$ cat config.mk
export PLATFORM = sky130hd
export DESIGN_NAME = pe_no_fifo
export DESIGN_NICKNAME = d
export VERILOG_FILES = /design/src/rtl/fp32_pkg.sv /design/src/rtl/fp32_add.sv /design/src/rtl/pe_no_fifo.sv
export SDC_FILE = /design/constraint.sdc
export NUM_CORES = 2
export LEC_CHECK = 0
export BUFFER_PORTS_ARGS = -buffer_cell sky130_fd_sc_hd__buf_2
export CORE_UTILIZATION = 60
export DETAILED_ROUTE_END_ITERATION = 8
export GPL_TIMING_DRIVEN = 0
export PLACE_DENSITY_LB_ADDON = 0.12
export RECOVER_POWER = 100
export SKIP_LAST_GASP = 1
export SLEW_MARGIN = 20
export SYNTH_ARGS = -nofsm -noshare
export SYNTH_HDL_FRONTEND = slang
export SYNTH_HIERARCHICAL = 1
export SYNTH_SLANG_ARGS = --single-unit
$ cat constraint.sdc
create_clock -name clk -period 26.6 [get_ports clk]
set_clock_uncertainty 0.1 [all_clocks]
set_input_delay 2.66 -clock clk [delete_from_list [all_inputs] [get_ports clk]]
set_output_delay 2.66 -clock clk [all_outputs]
set_load 0.02 [all_outputs]
$ cat src/rtl/fp32_pkg.sv
// FP32 field helpers and constants shared by the dot-product PE and its adder.
// Subnormals are treated as zero everywhere (flush-to-zero arithmetic).
package fp32_pkg;

    localparam int EXP_W = 8;
    localparam int MAN_W = 23;
    localparam int BIAS  = 127;

    localparam logic [31:0] FP_QNAN    = 32'h7FC00000;
    localparam logic [31:0] FP_POS_INF = 32'h7F800000;

    function automatic logic fp_sign(input logic [31:0] v);
        return v[31];
    endfunction

    function automatic logic [EXP_W-1:0] fp_exp(input logic [31:0] v);
        return v[30:23];
    endfunction

    function automatic logic [MAN_W-1:0] fp_man(input logic [31:0] v);
        return v[22:0];
    endfunction

    function automatic logic is_nan(input logic [31:0] v);
        return (fp_exp(v) == 8'hFF) && (fp_man(v) != 23'd0);
    endfunction

    function automatic logic is_inf(input logic [31:0] v);
        return (fp_exp(v) == 8'hFF) && (fp_man(v) == 23'd0);
    endfunction

    // A zero exponent field is zero or subnormal; both behave as signed zero.
    function automatic logic is_zero(input logic [31:0] v);
        return fp_exp(v) == 8'd0;
    endfunction

endpackage

$ cat src/rtl/fp32_add.sv
// Combinational FP32 adder: align, add/subtract, normalize, round-to-nearest-even,
// flush-to-zero, and IEEE special-value handling with a canonical quiet NaN.
module fp32_add
    import fp32_pkg::*;
(
    input  logic [31:0] x,
    input  logic [31:0] y,
    output logic [31:0] sum
);

    // m holds a normalized significand with bit 26 as the hidden one, then
    // guard, round and sticky bits; e is the unbiased-range biased exponent.
    function automatic logic [31:0] round_pack(input logic sgn,
                                               input logic signed [9:0] e,
                                               input logic [26:0] m);
        logic              inc;
        logic [24:0]       r;
        logic signed [9:0] e2;
        logic [22:0]       frac;
        inc = m[2] & (m[1] | m[0] | m[3]);
        r   = {1'b0, m[26:3]} + {24'd0, inc};
        if (r[24]) begin
            e2   = e + 10'sd1;
            frac = 23'd0;
        end else begin
            e2   = e;
            frac = r[22:0];
        end
        if (e2 >= 10'sd255)
            return {sgn, 8'hFF, 23'd0};
        else if (e2 <= 10'sd0)
            return {sgn, 31'd0};
        else
            return {sgn, e2[7:0], frac};
    endfunction

    function automatic logic [4:0] lzc27(input logic [26:0] v);
        logic [4:0] n;
        logic       found;
        n     = 5'd0;
        found = 1'b0;
        for (int i = 26; i >= 0; i--) begin
            if (!found) begin
                if (v[i]) found = 1'b1;
                else      n     = n + 5'd1;
            end
        end
        return n;
    endfunction

    logic [31:0]       big;
    logic [30:0]       sml;
    logic [7:0]        d;
    logic [53:0]       ext;
    logic [26:0]       bm;
    logic [26:0]       sm;
    logic [27:0]       s28;
    logic [26:0]       diff;
    logic [4:0]        lz;
    logic [26:0]       m_norm;
    logic signed [9:0] e_norm;
    logic [31:0]       norm_res;

    // Finite nonzero path: the larger magnitude keeps its sign, so a
    // subtraction never goes negative and needs no re-complement.
    always_comb begin
        big    = (y[30:0] > x[30:0]) ? y : x;
        sml    = (y[30:0] > x[30:0]) ? x[30:0] : y[30:0];
        d      = big[30:23] - sml[30:23];
        bm     = {1'b1, big[22:0], 3'b000};
        ext    = {1'b1, sml[22:0], 30'd0} >> d;
        // Beyond 26 places the smaller operand only contributes to sticky.
        sm     = (d > 8'd26) ? 27'd1 : {ext[53:28], ext[27] | (|ext[26:0])};
        s28    = {1'b0, bm} + {1'b0, sm};
        diff   = bm - sm;
        lz     = lzc27(diff);
        m_norm = bm;
        e_norm = $signed({2'b00, big[30:23]});
        if (x[31] == y[31]) begin
            if (s28[27]) begin
                m_norm = {s28[27:2], s28[1] | s28[0]};
                e_norm = $signed({2'b00, big[30:23]}) + 10'sd1;
            end else begin
                m_norm = s28[26:0];
            end
            norm_res = round_pack(big[31], e_norm, m_norm);
        end else if (diff == 27'd0) begin
            norm_res = 32'h0000_0000;
        end else begin
            m_norm   = diff << lz;
            e_norm   = $signed({2'b00, big[30:23]}) - $signed({5'd0, lz});
            norm_res = round_pack(big[31], e_norm, m_norm);
        end
    end

    // Special operands override the arithmetic path.
    always_comb begin
        if (is_nan(x) || is_nan(y))
            sum = FP_QNAN;
        else if (is_inf(x) && is_inf(y))
            sum = (x[31] != y[31]) ? FP_QNAN : x;
        else if (is_inf(x))
            sum = x;
        else if (is_inf(y))
            sum = y;
        else if (is_zero(x) && is_zero(y))
            sum = {x[31] & y[31], 31'd0};
        else if (is_zero(x))
            sum = y;
        else if (is_zero(y))
            sum = x;
        else
            sum = norm_res;
    end

endmodule

$ cat src/rtl/pe_no_fifo.sv
// FP32 dot-product processing element for a matrix-multiplier array.
// Three register stages: multiply, accumulate, result hold. One pair per cycle.
module pe_no_fifo
    import fp32_pkg::*;
(
    input  logic        clk,
    input  logic        rst_n,
    input  logic        start,
    input  logic        valid_in,
    input  logic        last,
    input  logic [31:0] a,
    input  logic [31:0] b,
    output logic [31:0] c,
    output logic        output_valid
);

    // Same significand layout as the adder: bit 26 hidden one, then G/R/S.
    function automatic logic [31:0] round_pack(input logic sgn,
                                               input logic signed [9:0] e,
                                               input logic [26:0] m);
        logic              inc;
        logic [24:0]       r;
        logic signed [9:0] e2;
        logic [22:0]       frac;
        inc = m[2] & (m[1] | m[0] | m[3]);
        r   = {1'b0, m[26:3]} + {24'd0, inc};
        if (r[24]) begin
            e2   = e + 10'sd1;
            frac = 23'd0;
        end else begin
            e2   = e;
            frac = r[22:0];
        end
        if (e2 >= 10'sd255)
            return {sgn, 8'hFF, 23'd0};
        else if (e2 <= 10'sd0)
            return {sgn, 31'd0};
        else
            return {sgn, e2[7:0], frac};
    endfunction

    logic              psign_p0;
    logic [47:0]       mprod_p0;
    logic signed [9:0] mexp_p0;
    logic [26:0]       mman_p0;
    logic [31:0]       prod_p0;

    logic [31:0]       prod_p1;
    logic              vld_p1;
    logic              start_p1;
    logic              last_p1;
    logic [31:0]       sum_p1;

    logic [31:0]       acc_p2;
    logic              fin_p2;

    // FP32 multiply: 24x24 significand product, exponent add, round, specials.
    always_comb begin
        psign_p0 = a[31] ^ b[31];
        mprod_p0 = {24'd0, 1'b1, fp_man(a)} * {24'd0, 1'b1, fp_man(b)};
        mexp_p0  = $signed({2'b00, fp_exp(a)}) + $signed({2'b00, fp_exp(b)}) - 10'sd127;
        if (mprod_p0[47]) begin
            mman_p0 = {mprod_p0[47:22], |mprod_p0[21:0]};
            mexp_p0 = mexp_p0 + 10'sd1;
        end else begin
            mman_p0 = {mprod_p0[46:21], |mprod_p0[20:0]};
        end
        if (is_nan(a) || is_nan(b))
            prod_p0 = FP_QNAN;
        else if (is_inf(a) || is_inf(b))
            prod_p0 = (is_zero(a) || is_zero(b)) ? FP_QNAN : {psign_p0, 8'hFF, 23'd0};
        else if (is_zero(a) || is_zero(b))
            prod_p0 = {psign_p0, 31'd0};
        else
            prod_p0 = round_pack(psign_p0, mexp_p0, mman_p0);
    end

    fp32_add u_add (
        .x   (acc_p2),
        .y   (prod_p1),
        .sum (sum_p1)
    );

    // Stage 1: register the product with its qualified control bits.
    always_ff @(posedge clk or negedge rst_n) begin
        if (!rst_n) begin
            prod_p1  <= 32'd0;
            vld_p1   <= 1'b0;
            start_p1 <= 1'b0;
            last_p1  <= 1'b0;
        end else begin
            prod_p1  <= prod_p0;
            vld_p1   <= valid_in;
            start_p1 <= valid_in & start;
            last_p1  <= valid_in & last;
        end
    end

    // Stage 2: accumulate; a start term replaces the running sum outright.
    always_ff @(posedge clk or negedge rst_n) begin
        if (!rst_n) begin
            acc_p2 <= 32'd0;
            fin_p2 <= 1'b0;
        end else begin
            if (vld_p1)
                acc_p2 <= start_p1 ? prod_p1 : sum_p1;
            fin_p2 <= vld_p1 & last_p1;
        end
    end

    // Stage 3: publish a finished sum; a new start drops valid unless a result lands.
    always_ff @(posedge clk or negedge rst_n) begin
        if (!rst_n) begin
            c            <= 32'd0;
            output_valid <= 1'b0;
        end else if (fin_p2) begin
            c            <= acc_p2;
            output_valid <= 1'b1;
        end else if (valid_in && start) begin
            output_valid <= 1'b0;
        end
    end

endmodule

==> flow_summary.json <==
{
  "outcome": "finished, violations left",
  "violations": "max-capacitance violations, max-slew violations",
  "setup_viol": 0,
  "timing.fmax_mhz": 38.8,
  "cts-htree-levels": 3,
  "nets": 6758,
  "maxCapViolCount": 1,
  "cts_buffer_depth": 2,
  "yosysSeqAreaShare_pct": 5.66,
  "die_h_um": 275,
  "cts_buffers": 9,
  "boundaryPins": 102,
  "wl_um": 175000,
  "syn-num-nets": 6642,
  "ant_nets": 0,
  "post_drt_wl_per_cell_um": 25.5,
  "grt_pass1_vias": 43394,
  "setup.worst_path.class": "register to register",
  "cts_sinks": 101,
  "syn2layout_area_growth_pct": 5.01,
  "crit_path_max_incr_delay_ns": 0.63,
  "start_util_pct": 60.9,
  "grt_max_degree": 81,
  "place.gp.congestion": 1.07,
  "clock-root-buffer": "clkbuf_16",
  "grt_pass1_wl_um": 262000,
  "synth-seq-cells": 101,
  "cts_tree": "yes",
  "synth_cells": 5784,
  "drt_iter0_drc": 6893,
  "dieArea_um2": 75600,
  "synth_area_per_cell_um2": 7.72,
  "hold_depth": 1,
  "synth_cell_types": 151,
  "worstHoldStart": "last_p1",
  "arrival_ns": 25.95,
  "synth_flop_cell": "dfrtp_1",
  "cp_max_fo": 10,
  "antenna_found_initial": 4,
  "dr.pass1.iters": 7,
  "cp.required_ns": 26.78,
  "yosysWarningCount": 6,
  "netlist_area_um2": 44700,
  "reg2reg_slack_ns": 0.83,
  "cp_common_cell": "ha_1",
  "hpwlAfterDp_um": 144000,
  "final-seq-area_um2": 2560,
  "finalMaxSlewViolations": 81,
  "rows": 99,
  "synth_edf_count": 0,
  "multi_input_area_um2": 38000,
  "cp-end-kind": "register",
  "slew_headroom_pct": -197,
  "overflow": 0,
  "holdWs_ns": 0.365,
  "io_buffers": 100,
  "fillers": 6765,
  "hold_violations": 0,
  "vias_per_cell": 6.72,
  "slowest_stage": "a311oi_4",
  "worstMarginPinSlew_ns": 4.45,
  "hold_path_end": "fin_p2",
  "route.detailed.drc": 0,
  "layout_min_cycle_time_ns": 25.77,
  "num_vias": 46168,
  "r2r_end": "acc_p2[3]",
  "rr_worst_depth": 107,
  "fp.dieW_um": 275,
  "fin_crit_sh_pct": 96.9,
  "hold_path_class": "register to register",
  "clock_latency_ns": 0.37,
  "drive_gt1_share_pct": 8.37,
  "timing.rr.start": "acc_p2[30]",
  "fin_util_pct": 64.0,
  "cts.clk_slew.worst_paths_ns": 0.08,
  "start_kind": "register",
  "track_usage_pct": 45.9,
  "coreArea_um2": 73300,
  "synthArstFlopShare_pct": 100
}
[cell type report]
type	instances	share of cell area [%]
Sequential cell	101	5.46
Multi-Input combinational cell	4620	81.0
Tap cell	959	2.56
Timing Repair Buffer	113	1.16
Clock buffer	9	0.480
Inverter	750	6.02
Buffer	305	3.11
Clock inverter	7	0.184
Antenna cell	2	0.0107
[registers in the layout, summed over array words and instances (netlist names)]
signal	count
acc_p2	32
last_p1	1
start_p1	1
fin_p2	1
prod_p1	32
vld_p1	1
c	32
output_valid	1
[cell usage in the layout (no fill, tap or decap), types with 19 or more instances in the layout]
cell type	count
inv_1	737
nand2_1	672
fa_1	485
nor2_1	398
a21oi_1	328
ha_1	301
and2_1	289
o21ai_0	247
clkbuf_1	227
mux2i_1	164
xnor2_1	159
nand3_1	152
nor3_1	115
buf_2	110
nand4_1	75
dfrtp_1	74
xor2_1	68
nor4_1	65
a21o_1	64
mux2_2	62
a211oi_1	51
and3_1	50
o211ai_1	48
a31oi_1	45
or3_1	37
a221oi_1	35
buf_4	30
o21bai_1	30
nor2b_1	29
nand2b_1	29
o21a_1	28
o31ai_1	27
dfrtp_2	27
o21ai_1	26
or4_1	20
or2_2	19
a211o_1	19
[synthesized netlist by cell type (19+ instances only)]
library cell | count | area (um^2)
inv_1 | 737 | 2770
nand2_1 | 673 | 2530
fa_1 | 485 | 9710
nor2_1 | 398 | 1490
a21oi_1 | 332 | 1660
ha_1 | 304 | 3800
and2_1 | 290 | 1810
o21ai_0 | 249 | 1250
clkbuf_1 | 203 | 762
mux2i_1 | 164 | 1640
xnor2_1 | 163 | 1430
nand3_1 | 152 | 761
nor3_1 | 109 | 546
dfrtp_1 | 101 | 2530
nand4_1 | 75 | 469
xor2_1 | 68 | 596
a21o_1 | 65 | 488
nor4_1 | 64 | 400
mux2_2 | 62 | 698
buf_2 | 54 | 270
a211oi_1 | 53 | 398
and3_1 | 51 | 319
o211ai_1 | 48 | 360
a31oi_1 | 45 | 282
a221oi_1 | 39 | 342
or3_1 | 37 | 231
o21bai_1 | 31 | 233
nor2b_1 | 30 | 188
nand2b_1 | 29 | 181
o21a_1 | 28 | 210
o31ai_1 | 27 | 203
o21ai_1 | 25 | 125
nor3_2 | 20 | 200
or4_1 | 20 | 150
a211o_1 | 19 | 166
buf_4 | 19 | 143
or2_2 | 19 | 119
[repair_timing]
action	in CTS	in global routing
setup buffers	3	8
gates resized for setup	19	90
setup endpoints to repair	31	31
hold buffers	0	0
pin swaps	3	6
[cell families after synthesis]
| group | count (synthesis) | share of synthesized area [%] |
|---|---|---|
| mux | 246 | 6.15 |
| flops | 101 | 5.66 |
| fa+ha+maj | 792 | 30.3 |
| compound gates | 1244 | 19.0 |
| buf+inv | 1063 | 9.65 |
| simple gates | 2087 | 23.7 |
| xor+xnor | 251 | 5.46 |
[critical path, delay by kind of cell (launching register included)]
kind / cells / cell delay [ns]
flip-flops: 1 / 0.50
XOR/XNOR: 6 / 1.34
adder cells (fa/ha/maj): 15 / 4.50
multiplexers: 8 / 2.06
AO/OA/AOI/OAI: 27 / 6.29
buffers and inverters: 16 / 3.78
AND/OR/NAND/NOR: 35 / 7.04
[per-layer routing]
layer / global-route usage (%) / wire length, um / part of all wire [%] / up-vias
li1: - / - / - / 20072
met5: 0 / 60 / 0.034 / -
met4: 18.0 / 8230 / 4.7 / 3
met3: 15.7 / 27800 / 16 / 502
met1: 65.6 / 70700 / 40 / 22263
met2: 62.8 / 68600 / 39 / 3328
[stage by stage]
stage                     TNS, ns  instance area (um^2)  worst slack [ns]  cells
after CTS                       0                 46900            0.0548   6864
after global placement     -38.81                 46400             -1.82   6843
after global routing      -0.0401                 46900           -0.0401   6865
after detailed placement   -40.72                 46400             -1.89   6845
after floorplan                 0                 44700              4.62   5784
final                           0                 46900             0.828   6866
[worst max-delay path by stage]
| stage | to | from | cells past startpoint |
|---|---|---|---|
| 3_5_place_dp | acc_p2[3] | acc_p2[23] | 114 |
| 6_report | acc_p2[3] | acc_p2[30] | 107 |
| 4_1_cts | acc_p2[5] | acc_p2[23] | 113 |
| 2_1_floorplan | acc_p2[3] | acc_p2[28] | 118 |
| 5_1_grt | acc_p2[3] | acc_p2[22] | 118 |
| 3_3_place_gp | acc_p2[3] | acc_p2[14] | 108 |
Power is left out: the tool's default activity adds up to more than one toggle a clock period on the data nets, which glitch-free logic cannot reach.
